File: src/rtl/matmul_feeder_pkg.sv
// Shared constants for the matrix-multiplier feeder: default geometry, bus widths
// and the sequencer state encoding.
package matmul_feeder_pkg;

  localparam int DEF_DATA_WIDTH   = 8;
  localparam int DEF_WEIGHT_WIDTH = 8;
  localparam int DEF_OUTPUT_WIDTH = 8;
  localparam int DEF_MAC_NUM      = 8;
  localparam int DEF_K_MAX        = 16;

  // Counter width able to hold every value 0..k_max inclusive.
  function automatic int calc_kw(input int k_max);
    return $clog2(k_max + 1);
  endfunction

  localparam int KW    = calc_kw(DEF_K_MAX);
  localparam int DIN_W = DEF_DATA_WIDTH * DEF_MAC_NUM;
  localparam int RES_W = DEF_OUTPUT_WIDTH * DEF_MAC_NUM;

  localparam logic [2:0] IDLE   = 3'd0;
  localparam logic [2:0] CLEAR  = 3'd1;
  localparam logic [2:0] STREAM = 3'd2;
  localparam logic [2:0] WAIT   = 3'd3;
  localparam logic [2:0] OUT    = 3'd4;

  typedef enum logic [2:0] {
    ST_IDLE   = IDLE,
    ST_CLEAR  = CLEAR,
    ST_STREAM = STREAM,
    ST_WAIT   = WAIT,
    ST_OUT    = OUT
  } state_e;

endpackage

File: src/rtl/matmul_feeder_if.sv
// Command, operand-source, multiplier and result signals of the feeder.
// The slave modport is the feeder's view; master is the surrounding system.
interface matmul_feeder_if #(
  parameter int DATA_WIDTH   = matmul_feeder_pkg::DEF_DATA_WIDTH,
  parameter int WEIGHT_WIDTH = matmul_feeder_pkg::DEF_WEIGHT_WIDTH,
  parameter int OUTPUT_WIDTH = matmul_feeder_pkg::DEF_OUTPUT_WIDTH,
  parameter int MAC_NUM      = matmul_feeder_pkg::DEF_MAC_NUM,
  parameter int K_MAX        = matmul_feeder_pkg::DEF_K_MAX
);

  localparam int IF_KW    = matmul_feeder_pkg::calc_kw(K_MAX);
  localparam int IF_DIN_W = DATA_WIDTH * MAC_NUM;
  localparam int IF_RES_W = OUTPUT_WIDTH * MAC_NUM;

  logic                    start_i;
  logic [IF_KW-1:0]        k_len_i;
  logic                    s_valid_i;
  logic                    s_ready_o;
  logic [IF_DIN_W-1:0]     s_din_i;
  logic [WEIGHT_WIDTH-1:0] s_win_i;
  logic                    mm_en_o;
  logic                    mm_clear_o;
  logic                    mm_valid_o;
  logic [IF_DIN_W-1:0]     mm_din_o;
  logic [WEIGHT_WIDTH-1:0] mm_win_o;
  logic                    mm_done_i;
  logic [IF_RES_W-1:0]     mm_result_i;
  logic                    m_valid_o;
  logic                    m_ready_i;
  logic [IF_RES_W-1:0]     m_result_o;
  logic                    busy_o;
  logic                    err_o;

  modport slave (
    input  start_i, k_len_i, s_valid_i, s_din_i, s_win_i,
    input  mm_done_i, mm_result_i, m_ready_i,
    output s_ready_o, mm_en_o, mm_clear_o, mm_valid_o, mm_din_o, mm_win_o,
    output m_valid_o, m_result_o, busy_o, err_o
  );

  modport master (
    output start_i, k_len_i, s_valid_i, s_din_i, s_win_i,
    output mm_done_i, mm_result_i, m_ready_i,
    input  s_ready_o, mm_en_o, mm_clear_o, mm_valid_o, mm_din_o, mm_win_o,
    input  m_valid_o, m_result_o, busy_o, err_o
  );

endinterface

File: src/rtl/matmul_feeder.sv
// Job sequencer in front of the matrix multiplier: clear accumulators, stream
// k operand beats, wait for done, then hold the captured result until taken.
module matmul_feeder
  import matmul_feeder_pkg::*;
#(
  parameter int DATA_WIDTH   = DEF_DATA_WIDTH,
  parameter int WEIGHT_WIDTH = DEF_WEIGHT_WIDTH,
  parameter int OUTPUT_WIDTH = DEF_OUTPUT_WIDTH,
  parameter int MAC_NUM      = DEF_MAC_NUM,
  parameter int K_MAX        = DEF_K_MAX
) (
  input  logic           clk_i,
  input  logic           rst_i,
  matmul_feeder_if.slave bus
);

  localparam int               CNT_W     = calc_kw(K_MAX);
  localparam int               BUS_DIN_W = DATA_WIDTH * MAC_NUM;
  localparam int               BUS_RES_W = OUTPUT_WIDTH * MAC_NUM;
  localparam logic [CNT_W-1:0] K_MAX_C   = CNT_W'(K_MAX);

  state_e                  r_state;
  state_e                  w_state_nxt;
  logic [CNT_W-1:0]        r_len;
  logic [CNT_W-1:0]        r_cnt;
  logic [CNT_W-1:0]        w_cnt_inc;
  logic                    r_mm_valid;
  logic                    r_err;
  logic [BUS_DIN_W-1:0]    r_mm_din;
  logic [WEIGHT_WIDTH-1:0] r_mm_win;
  logic [BUS_RES_W-1:0]    r_result;

  logic w_len_ok;
  logic w_start_ok;
  logic w_start_bad;
  logic w_accept;
  logic w_capture;
  logic w_s_ready;
  logic w_mm_en;
  logic w_mm_clear;

  // A start is only meaningful in IDLE; anywhere else it is silently dropped.
  assign w_len_ok    = (bus.k_len_i != '0) && (bus.k_len_i <= K_MAX_C);
  assign w_start_ok  = (r_state == ST_IDLE) && bus.start_i && w_len_ok;
  assign w_start_bad = (r_state == ST_IDLE) && bus.start_i && !w_len_ok;
  assign w_accept    = w_s_ready && bus.s_valid_i;
  assign w_capture   = (r_state == ST_WAIT) && bus.mm_done_i;
  assign w_cnt_inc   = r_cnt + CNT_W'(1);

  // NOTE: sequential state uses non-blocking assignments so every register
  // samples pre-edge values regardless of block ordering.
  always_ff @(posedge clk_i or posedge rst_i) begin
    if (rst_i) begin
      r_state <= ST_IDLE;
    end else begin
      r_state <= w_state_nxt;
    end
  end

  // NOTE: every output of this block gets a default before the case so no
  // path leaves a signal unassigned and infers a latch.
  always_comb begin
    w_state_nxt = r_state;
    w_s_ready   = 1'b0;
    w_mm_en     = 1'b0;
    w_mm_clear  = 1'b0;
    unique case (r_state)
      ST_IDLE: begin
        if (w_start_ok) w_state_nxt = ST_CLEAR;
      end
      ST_CLEAR: begin
        w_mm_clear  = 1'b1;
        w_mm_en     = 1'b1;
        w_state_nxt = ST_STREAM;
      end
      ST_STREAM: begin
        w_s_ready = 1'b1;
        w_mm_en   = 1'b1;
        if (bus.s_valid_i && (w_cnt_inc == r_len)) w_state_nxt = ST_WAIT;
      end
      ST_WAIT: begin
        w_mm_en = 1'b1;
        if (bus.mm_done_i) w_state_nxt = ST_OUT;
      end
      ST_OUT: begin
        if (bus.m_ready_i) w_state_nxt = ST_IDLE;
      end
      default: w_state_nxt = ST_IDLE;
    endcase
  end

  // NOTE: the wide operand/result registers are plain flops, not a memory,
  // so they take the async reset and read as zero after any reset.
  always_ff @(posedge clk_i or posedge rst_i) begin
    if (rst_i) begin
      r_len      <= '0;
      r_cnt      <= '0;
      r_mm_valid <= 1'b0;
      r_err      <= 1'b0;
      r_mm_din   <= '0;
      r_mm_win   <= '0;
      r_result   <= '0;
    end else begin
      r_err      <= w_start_bad;
      r_mm_valid <= w_accept;
      if (w_start_ok) r_len <= bus.k_len_i;
      if (r_state == ST_CLEAR) begin
        r_cnt <= '0;
      end else if (w_accept) begin
        r_cnt <= w_cnt_inc;
      end
      if (w_accept) begin
        r_mm_din <= bus.s_din_i;
        r_mm_win <= bus.s_win_i;
      end
      if (w_capture) r_result <= bus.mm_result_i;
    end
  end

  assign bus.s_ready_o  = w_s_ready;
  assign bus.mm_en_o    = w_mm_en;
  assign bus.mm_clear_o = w_mm_clear;
  assign bus.mm_valid_o = r_mm_valid;
  assign bus.mm_din_o   = r_mm_din;
  assign bus.mm_win_o   = r_mm_win;
  assign bus.m_valid_o  = (r_state == ST_OUT);
  assign bus.m_result_o = r_result;
  assign bus.busy_o     = (r_state != ST_IDLE);
  assign bus.err_o      = r_err;

endmodule

File: src/flat_wrapper.sv
// flat-port wrapper written by rule: the top's interface ports become plain ports
module matmul_feeder_flat import matmul_feeder_pkg::*;
#(
  parameter int DATA_WIDTH   = DEF_DATA_WIDTH,
  parameter int WEIGHT_WIDTH = DEF_WEIGHT_WIDTH,
  parameter int OUTPUT_WIDTH = DEF_OUTPUT_WIDTH,
  parameter int MAC_NUM      = DEF_MAC_NUM,
  parameter int K_MAX        = DEF_K_MAX
)
  (clk_i, rst_i, bus_start_i, bus_k_len_i, bus_s_valid_i, bus_s_din_i, bus_s_win_i, bus_mm_done_i, bus_mm_result_i, bus_m_ready_i, bus_s_ready_o, bus_mm_en_o, bus_mm_clear_o, bus_mm_valid_o, bus_mm_din_o, bus_mm_win_o, bus_m_valid_o, bus_m_result_o, bus_busy_o, bus_err_o);
  matmul_feeder_if #(.DATA_WIDTH(DATA_WIDTH), .WEIGHT_WIDTH(WEIGHT_WIDTH), .OUTPUT_WIDTH(OUTPUT_WIDTH), .MAC_NUM(MAC_NUM), .K_MAX(K_MAX)) bus_i ();
  input  logic clk_i;
  input  logic rst_i;
  input wire logic [$bits(bus_i.start_i)-1:0] bus_start_i;
  input wire logic [$bits(bus_i.k_len_i)-1:0] bus_k_len_i;
  input wire logic [$bits(bus_i.s_valid_i)-1:0] bus_s_valid_i;
  input wire logic [$bits(bus_i.s_din_i)-1:0] bus_s_din_i;
  input wire logic [$bits(bus_i.s_win_i)-1:0] bus_s_win_i;
  input wire logic [$bits(bus_i.mm_done_i)-1:0] bus_mm_done_i;
  input wire logic [$bits(bus_i.mm_result_i)-1:0] bus_mm_result_i;
  input wire logic [$bits(bus_i.m_ready_i)-1:0] bus_m_ready_i;
  output wire logic [$bits(bus_i.s_ready_o)-1:0] bus_s_ready_o;
  output wire logic [$bits(bus_i.mm_en_o)-1:0] bus_mm_en_o;
  output wire logic [$bits(bus_i.mm_clear_o)-1:0] bus_mm_clear_o;
  output wire logic [$bits(bus_i.mm_valid_o)-1:0] bus_mm_valid_o;
  output wire logic [$bits(bus_i.mm_din_o)-1:0] bus_mm_din_o;
  output wire logic [$bits(bus_i.mm_win_o)-1:0] bus_mm_win_o;
  output wire logic [$bits(bus_i.m_valid_o)-1:0] bus_m_valid_o;
  output wire logic [$bits(bus_i.m_result_o)-1:0] bus_m_result_o;
  output wire logic [$bits(bus_i.busy_o)-1:0] bus_busy_o;
  output wire logic [$bits(bus_i.err_o)-1:0] bus_err_o;
  assign bus_i.start_i = bus_start_i;
  assign bus_i.k_len_i = bus_k_len_i;
  assign bus_i.s_valid_i = bus_s_valid_i;
  assign bus_i.s_din_i = bus_s_din_i;
  assign bus_i.s_win_i = bus_s_win_i;
  assign bus_i.mm_done_i = bus_mm_done_i;
  assign bus_i.mm_result_i = bus_mm_result_i;
  assign bus_i.m_ready_i = bus_m_ready_i;
  assign bus_s_ready_o = bus_i.s_ready_o;
  assign bus_mm_en_o = bus_i.mm_en_o;
  assign bus_mm_clear_o = bus_i.mm_clear_o;
  assign bus_mm_valid_o = bus_i.mm_valid_o;
  assign bus_mm_din_o = bus_i.mm_din_o;
  assign bus_mm_win_o = bus_i.mm_win_o;
  assign bus_m_valid_o = bus_i.m_valid_o;
  assign bus_m_result_o = bus_i.m_result_o;
  assign bus_busy_o = bus_i.busy_o;
  assign bus_err_o = bus_i.err_o;
  matmul_feeder #(.DATA_WIDTH(DATA_WIDTH), .WEIGHT_WIDTH(WEIGHT_WIDTH), .OUTPUT_WIDTH(OUTPUT_WIDTH), .MAC_NUM(MAC_NUM), .K_MAX(K_MAX)) u_core (.clk_i(clk_i), .rst_i(rst_i), .bus(bus_i));
endmodule
File: config.mk
export PLATFORM = sky130hd
export DESIGN_NAME = matmul_feeder_flat
export DESIGN_NICKNAME = d
export VERILOG_FILES = /design/src/rtl/matmul_feeder_pkg.sv /design/src/rtl/matmul_feeder_if.sv /design/src/rtl/matmul_feeder.sv /design/src/flat_wrapper.sv
export SDC_FILE = /design/constraint.sdc
export NUM_CORES = 1
export LEC_CHECK = 0
export ABC_AREA = 1
export CAP_MARGIN = 20
export CORE_ASPECT_RATIO = 1.4
export CORE_MARGIN = 4
export CORE_UTILIZATION = 41
export DETAILED_ROUTE_END_ITERATION = 7
export GPL_ROUTABILITY_DRIVEN = 0
export PLACE_DENSITY = 0.79
export REMOVE_ABC_BUFFERS = 1
export SKIP_LAST_GASP = 1
export SLEW_MARGIN = 40
export SYNTH_ARGS = -nofsm -noshare
export SYNTH_HDL_FRONTEND = slang
export SYNTH_SLANG_ARGS = --single-unit
File: constraint.sdc
create_clock -name clk_i -period 6.9 [get_ports clk_i]
set_clock_uncertainty 0.1 [all_clocks]
set_input_delay 1.38 -clock clk_i [delete_from_list [all_inputs] [get_ports clk_i]]
set_output_delay 1.38 -clock clk_i [all_outputs]
set_load 0.01 [all_outputs]
==> metrics.md, run 1 <==
| Metric | Value |
|---|---|
| Synth Cell Area | `6130 sq um` |
| Pin count of the biggest net entering global routing | `88` |
| Initial antenna violation count | `0` |
| Worst setup EP type | `flop` |
| Syn Inst Count | `553` |
| Htree depth | `4` |
| CTS max path bufs | `2` |
| Die height | `153 um` |
| Warnings from Yosys | `0` |
| DR iter-0 viols | `229` |
| Final wirelength | `17800 um` |
| Crit path DAT | `3780 ps` |
| Final setup vio count | `0` |
| Synth cell types | `22` |
| Final Max Slew Viols | `0` |
| Max_cap viols | `0` |
| Final TNS setup | `0 ps` |
| CTS Root Buffer Type | `clkbuf_16` |
| Post-CTS Resized | `0` |
| Fin cells | `1043` |
| Reg2reg setup slack | `4020 ps` |
| Port Buffer Count | `289` |
| Vias per cell | `4.59` |
| Worst hold path type | `reg2reg` |
| Placed Instances | `1012` |
| Clock transition at path regs | `60 ps` |
| First-pass DRT Iterations | `4` |
| Crit path required time | `7060 ps` |
| Slew HR | `46.9%` |
| FF-to-FF path depth | `10` |
| Number of synthesized flops with an enable pin | `0` |
| Fillers | `1128` |
| Clock Latency Late Sink | `410 ps` |
| Diodes inserted | `0` |
| Inserted Clock Buffers | `17` |
| Width of the die | `111 um` |
| Max Clock Freq | `277 MHz` |
| Vias in the first global route | `5008` |
| Grt ovf | `0` |
| CTS tree | `yes` |
| Measured slew at the worst slew-check pin | `796 ps` |
| Share of layout cells above drive strength 1 | `12.9%` |
| Die area | `17000 sq um` |
| Post-route DRC | `0` |
| Worst Hold Launch | `u_core.bus.mm_din_o[23]` |
| Num Clock Sinks | `151` |
| RSZ-0062 raised after global routing | `false` |
| IO Count | `290` |
| Antenna-violating nets left | `0` |
| Hold Vio Cnt, Final | `0` |
| Area Growth Syn to Fin | `59.3%` |
| Critical Path End | `u_core.r_cnt[4]` |
| Tcrit/Tclk final | `52.3%` |
| CP max FO | `75` |
| Power density over the cells | `450 nW/um^2` |
| Post-CTS Setup Inserts | `0` |
| CORE AREA | `14600 sq um` |
| Peak supply drop | `0.284 mV` |
| Setup CP Type | `in2reg` |
| Crit path time final | `3610 ps` |
| Total number of vias | `4783` |
| Placement Rows | `52` |
| Register area share after synthesis | `61.6%` |
| Top FF cell, synth | `dfrtp_1` |
| Leakage | `0.00472 uW` |
| Post-DP HPWL | `13000 um` |
| Yosys reg bits | `151` |
| Post-CTS Hold Buffers | `0` |
| Crit start category | `primary input` |
| All-Layer GR Usage | `21.0%` |
| Critical R2R Launch | `u_core.r_state[0]` |
| CP startpoint | `bus_s_valid_i` |
| Run status | `finished, final reports clean` |
| Asr flop ratio synth | `100%` |
| Initial Util | `42.1%` |
| Reg-to-reg endpoint | `u_core.r_cnt[4]` |
| First-pass GRT wire length | `27700 um` |
| # nets final | `990` |
| WL/cell | `17.1 um` |
| Mean post-synth cell area | `11.1 sq um` |
## stage by stage
stage | worst slack (ps) | total power, uW | hold slack, ps | instance area, sq um | util, %
after floorplan | 1360 | 2340 | 366 | 5960 | -
after global placement | 2980 | 3390 | 352 | 9130 | 62.6
after detailed placement | 2910 | 3430 | 357 | 9130 | 62.7
after CTS | 3350 | 4450 | 372 | 9760 | 67.0
after global routing | 3150 | 4640 | 385 | 9770 | 67.0
final | 3290 | 4390 | 368 | 9770 | 67.0
## flip-flops by register name (all words and copies together) (netlist names)
| signal | flops |
|---|---|
| u_core.bus.err_o | 1 |
| u_core.r_len | 5 |
| u_core.bus.m_result_o | 64 |
| u_core.r_state | 3 |
| u_core.r_cnt | 5 |
| u_core.bus.mm_din_o | 64 |
| u_core.bus.mm_win_o | 8 |
| u_core.bus.mm_valid_o | 1 |
## where the power goes
group	switching (uW)	internal, uW	leakage, uW	total, uW
sequential	241	1290	0.00187	1530
combinational	776	1100	0.00254	1870
clock	360	624	0.000298	984
## Yosys cell counts (3+ instances only)
cell	n	area (sq um)
buf_4	7	52.6
clkbuf_1	6	22.5
nand2_1	247	927
nand3_1	10	50.1
dfrtp_1	151	3780
a21oi_1	3	15.0
o21ai_0	7	35.0
inv_1	18	67.6
mux2_4	49	736
nor2_1	8	30.0
nand4_1	5	31.3
mux2_2	16	180
inv_2	4	15.0
buf_6	8	90.1
## area by class of cell
| cell class | instances | area (sq um) | share of cell area, % |
|---|---|---|---|
| flip-flops and latches | 151 | 3780 | 38.7 |
| repair buffers | 293 | 2930 | 30.0 |
| multi-input cells | 357 | 2100 | 21.5 |
| clock buffers | 20 | 457 | 4.67 |
| well taps | 189 | 236 | 2.42 |
| clock inverters | 11 | 174 | 1.78 |
| inverters | 22 | 90.1 | 0.922 |
## cells in the final DEF (no fill, tap or decap), drive strengths merged, types with 3 or more instances in the layout
cell           Yosys  layout
a21oi              3       3
buf               17       4
bufinv             0       4
clkbuf             6      20
clkdlybuf4s50      0     289
clkinv             0       4
clkinvlp           0       3
dfrtp            151     151
inv               22      22
mux2              65      65
nand2            248     248
nand3             10      10
nand4              5       5
nor2              12      12
o21ai              7       7
## worst min path at each step
stage	end	slack [ps]	depth (start not counted)
floorplan	u_core.r_len[4]	370	2
global placement	u_core.bus.mm_din_o[61]	350	2
detailed placement	u_core.bus.mm_din_o[58]	360	2
CTS	u_core.bus.mm_din_o[23]	370	2
global route	u_core.bus.mm_din_o[57]	380	2
finish	u_core.bus.mm_din_o[23]	370	2
## cells by family (layout without fill, tap and decap cells)
kind of cell,Yosys count,in the layout,synth area share [%]
AOI/OAI and AO/OA,12,12,1.02
adders and majority gates,1,1,0.204
buffers and inverters,45,346,4.20
DFF,151,151,61.6
muxes,65,65,14.9
and+or+nand+nor,279,279,18.0
## per-layer routing
layer	part of all wire (%)	wire length, um	GRT usage, %
met2	55	9810	38.2
met4	2.8	495	8.23
met3	5.7	1010	6.67
met5	0	0	0
met1	37	6510	22.5
## critical path: stages
cell,delay (ps)
clkdlybuf4s50_1,450
inv_1,70
nor2_4,100
buf_4,570
inv_2,390
buf_4,420
nand2_1,180
o22ai_1,90
No activity file was read; power rests on OpenSTA's default activity.
==> run 2: changes to the inputs <==
==> constraint.sdc (replaced) <==
create_clock -name clk_i -period 3.5 [get_ports clk_i]
set_clock_uncertainty 0.1 [all_clocks]
set_input_delay 0.7 -clock clk_i [delete_from_list [all_inputs] [get_ports clk_i]]
set_output_delay 0.7 -clock clk_i [all_outputs]
set_load 0.01 [all_outputs]
==> run 2 against run 1 <==
Compared with the run above: clock power is 73% higher; count of clock-buffer cells in the layout stayed put; global-route usage is 0.46 points higher; core utilization is 0.29 points lower.
==> metrics.md, run 2 (same netlist as run 1, synthesis figures left out) <==
| Metric | Value |
|---|---|
| Run status | `finished, final reports clean` |
| CTS max path bufs | `2 (unchanged)` |
| Critical R2R Launch | `u_core.r_state[0]` |
| Placed Area | `9180 sq um (+0.53%)` |
| Num Clock Sinks | `151 (unchanged)` |
| Sw Ratio | `32.0% (+0.65 points)` |
| First-pass DRT Iterations | `4 (unchanged)` |
| Worst setup EP type | `primary output` |
| Final Max Slew Viols | `0 (unchanged)` |
| Switching pwr | `2690 uW (+96%)` |
| Peak supply drop | `0.404 mV (+42%)` |
| Diodes inserted | `0 (unchanged)` |
| Clock Power Share | `20.2% (-2.2 points)` |
| Post-route DRC | `0 (unchanged)` |
| Final wirelength | `17900 um (+0.33%)` |
| Inserted Clock Buffers | `17 (unchanged)` |
| Crit path time final | `2610 ps` |
| Width of the die | `111 um (unchanged)` |
| Sequential power share | `35.9% (+1.0 points)` |
| CP startpoint | `u_core.r_state[0]` |
| Finished Cell Area | `9730 sq um (-0.44%)` |
| WL/cell | `17.1 um (+0.14%)` |
| Post-CTS Resized | `0 (unchanged)` |
| Hold Vio Cnt, Final | `0 (unchanged)` |
| DR iter-0 viols | `238 (+3.9%)` |
| Worst hold endpoint | `u_core.bus.mm_win_o[1]` |
| Internal power | `5720 uW (+90%)` |
| Final TNS setup | `0 ps (unchanged)` |
| Power density over the cells | `865 nW/um^2 (+92%)` |
| Area Growth Syn to Fin | `58.6%` |
| Antenna-violating nets left | `0 (unchanged)` |
| Die height | `153 um (unchanged)` |
| Initial antenna violation count | `0 (unchanged)` |
| Post-CTS Hold Buffers | `0 (unchanged)` |
| Crit start category | `flop` |
| Htree depth | `4 (unchanged)` |
| Die area | `17000 sq um (unchanged)` |
| CTS Root Buffer Type | `clkbuf_16` |
| FF-to-FF path depth | `8 (-2)` |
| WHS Path Cells | `2 (unchanged)` |
| CP max FO | `3 (-96%)` |
| Vias per cell | `4.59 (+0.10%)` |
| Commonest non-fill, non-tap cells in the layout | `clkdlybuf4s50_1 (289), nand2_1 (246), dfrtp_1 (151)` |
| Setup CP Type | `reg2out` |
| Max_cap viols | `0 (unchanged)` |
| Clock transition at path regs | `60 ps (about the same)` |
| Placement Rows | `52 (unchanged)` |
| # nets final | `992 (+0.20%)` |
| Post-CTS Setup Inserts | `0 (unchanged)` |
| CP cell instances | `nor2_2, inv_2, nor2_4, inv_2, nand2_1, clkdlybuf4s50_1` |
| Most used cell, CP | `inv_2` |
| Grt ovf | `0 (unchanged)` |
| All-Layer GR Usage | `21.5% (+0.46 points)` |
| Slowest CP cell | `clkdlybuf4s50_1` |
| Placed Instances | `1014 (+0.20%)` |
| Worst hold path type | `reg2reg` |
| Final setup vio count | `0 (unchanged)` |
| CTS tree | `yes` |
| RSZ-0062 raised after global routing | `false` |
| Fillers | `1101 (-2.4%)` |
| Leakage | `0.00471 uW (about the same)` |
| Share of layout cells above drive strength 1 | `13.0% (+0.087 points)` |
| Slew HR | `48.6% (+1.7 points)` |
| Crit path required time | `2700 ps (-4360 ps)` |
| CORE AREA | `14600 sq um (unchanged)` |
| Worst Hold Launch | `u_core.bus.mm_win_o[1]` |
| Area occupied by multi-input gates | `2100 sq um (unchanged)` |
| Tcrit/Tclk final | `74.5%` |
| Logic pwr share | `43.9% (+1.2 points)` |
| Initial Util | `42.1% (unchanged)` |
| Worst hold slack | `366 ps (-2.31 ps)` |
| Crit-path max cell delay | `530 ps (-40 ps)` |
| Port Buffer Count | `289 (unchanged)` |
| Max Clock Freq | `383 MHz` |
| Measured slew at the worst slew-check pin | `771 ps (-25.1 ps)` |
| Sequential Area | `3780 sq um (unchanged)` |
| Crit path DAT | `1810 ps (-1970 ps)` |
| Total number of vias | `4797 (+0.29%)` |
| Clock Latency Late Sink | `400 ps (about the same)` |
| Commonest non-fill, non-tap cell in the layout | `clkdlybuf4s50_1` |
| IO Count | `290 (unchanged)` |
| Reg-to-reg endpoint | `u_core.bus.mm_din_o[16]` |
| Fin cells | `1045 (+0.19%)` |
| Vias in the first global route | `5143 (+2.7%)` |
| Reg2reg setup slack | `1540 ps (-2480 ps)` |
| First-pass GRT wire length | `28400 um (+2.7%)` |
| Post-DP HPWL | `13500 um (+3.6%)` |
| Pin count of the biggest net entering global routing | `82 (-6.8%)` |
## run 2: final cells by class
cell class	count	share of cell area (%)
Clock inverter	11	1.02
Multi-Input combinational cell	357	21.6
Clock buffer	20	4.59
Timing Repair Buffer	295	30.6
Sequential cell	151	38.8
Tap cell	189	2.43
Inverter	22	0.900
## run 2: how the worst max path moves through the flow
stage                               end
5_1_grt                     bus_mm_en_o
4_1_cts                     bus_mm_en_o
3_5_place_dp   u_core.bus.m_result_o[4]
6_report                    bus_mm_en_o
2_1_floorplan          u_core.bus.err_o
3_3_place_gp   u_core.bus.m_result_o[0]
## run 2: power by group through the flow
stage	sequential [uW]	combinational, uW	clock, uW
floorplan	3330	1280	0
global placement	3000	3680	0
detailed placement	3020	3760	0
CTS	3020	3770	1740
global route	3140	3970	1820
finish	3020	3700	1700
## run 2: through the flow
stage	worst slack, ps	util, %	total power (uW)
CTS	865	66.7	8530
detailed placement	940	63.0	6780
floorplan	-1360	-	4610
finish	891	66.7	8420
global placement	958	63.0	6680
global route	786	66.7	8930
## run 2: critical path, delay by kind of cell, from the launching register on
family,cells,cell delay [ps]
flops,1,400
simple gates,3,350
buf+inv,3,660
## run 2: metal layers
| layer | wire (um) | vias to the layer above | track usage [%] |
|---|---|---|---|
| li1 | - | 2325 | - |
| met1 | 6440 | 2278 | 23.5 |
| met2 | 9750 | 159 | 38.0 |
| met3 | 1070 | 35 | 6.52 |
| met4 | 641 | 0 | 9.57 |
| met5 | 0 | - | 0 |
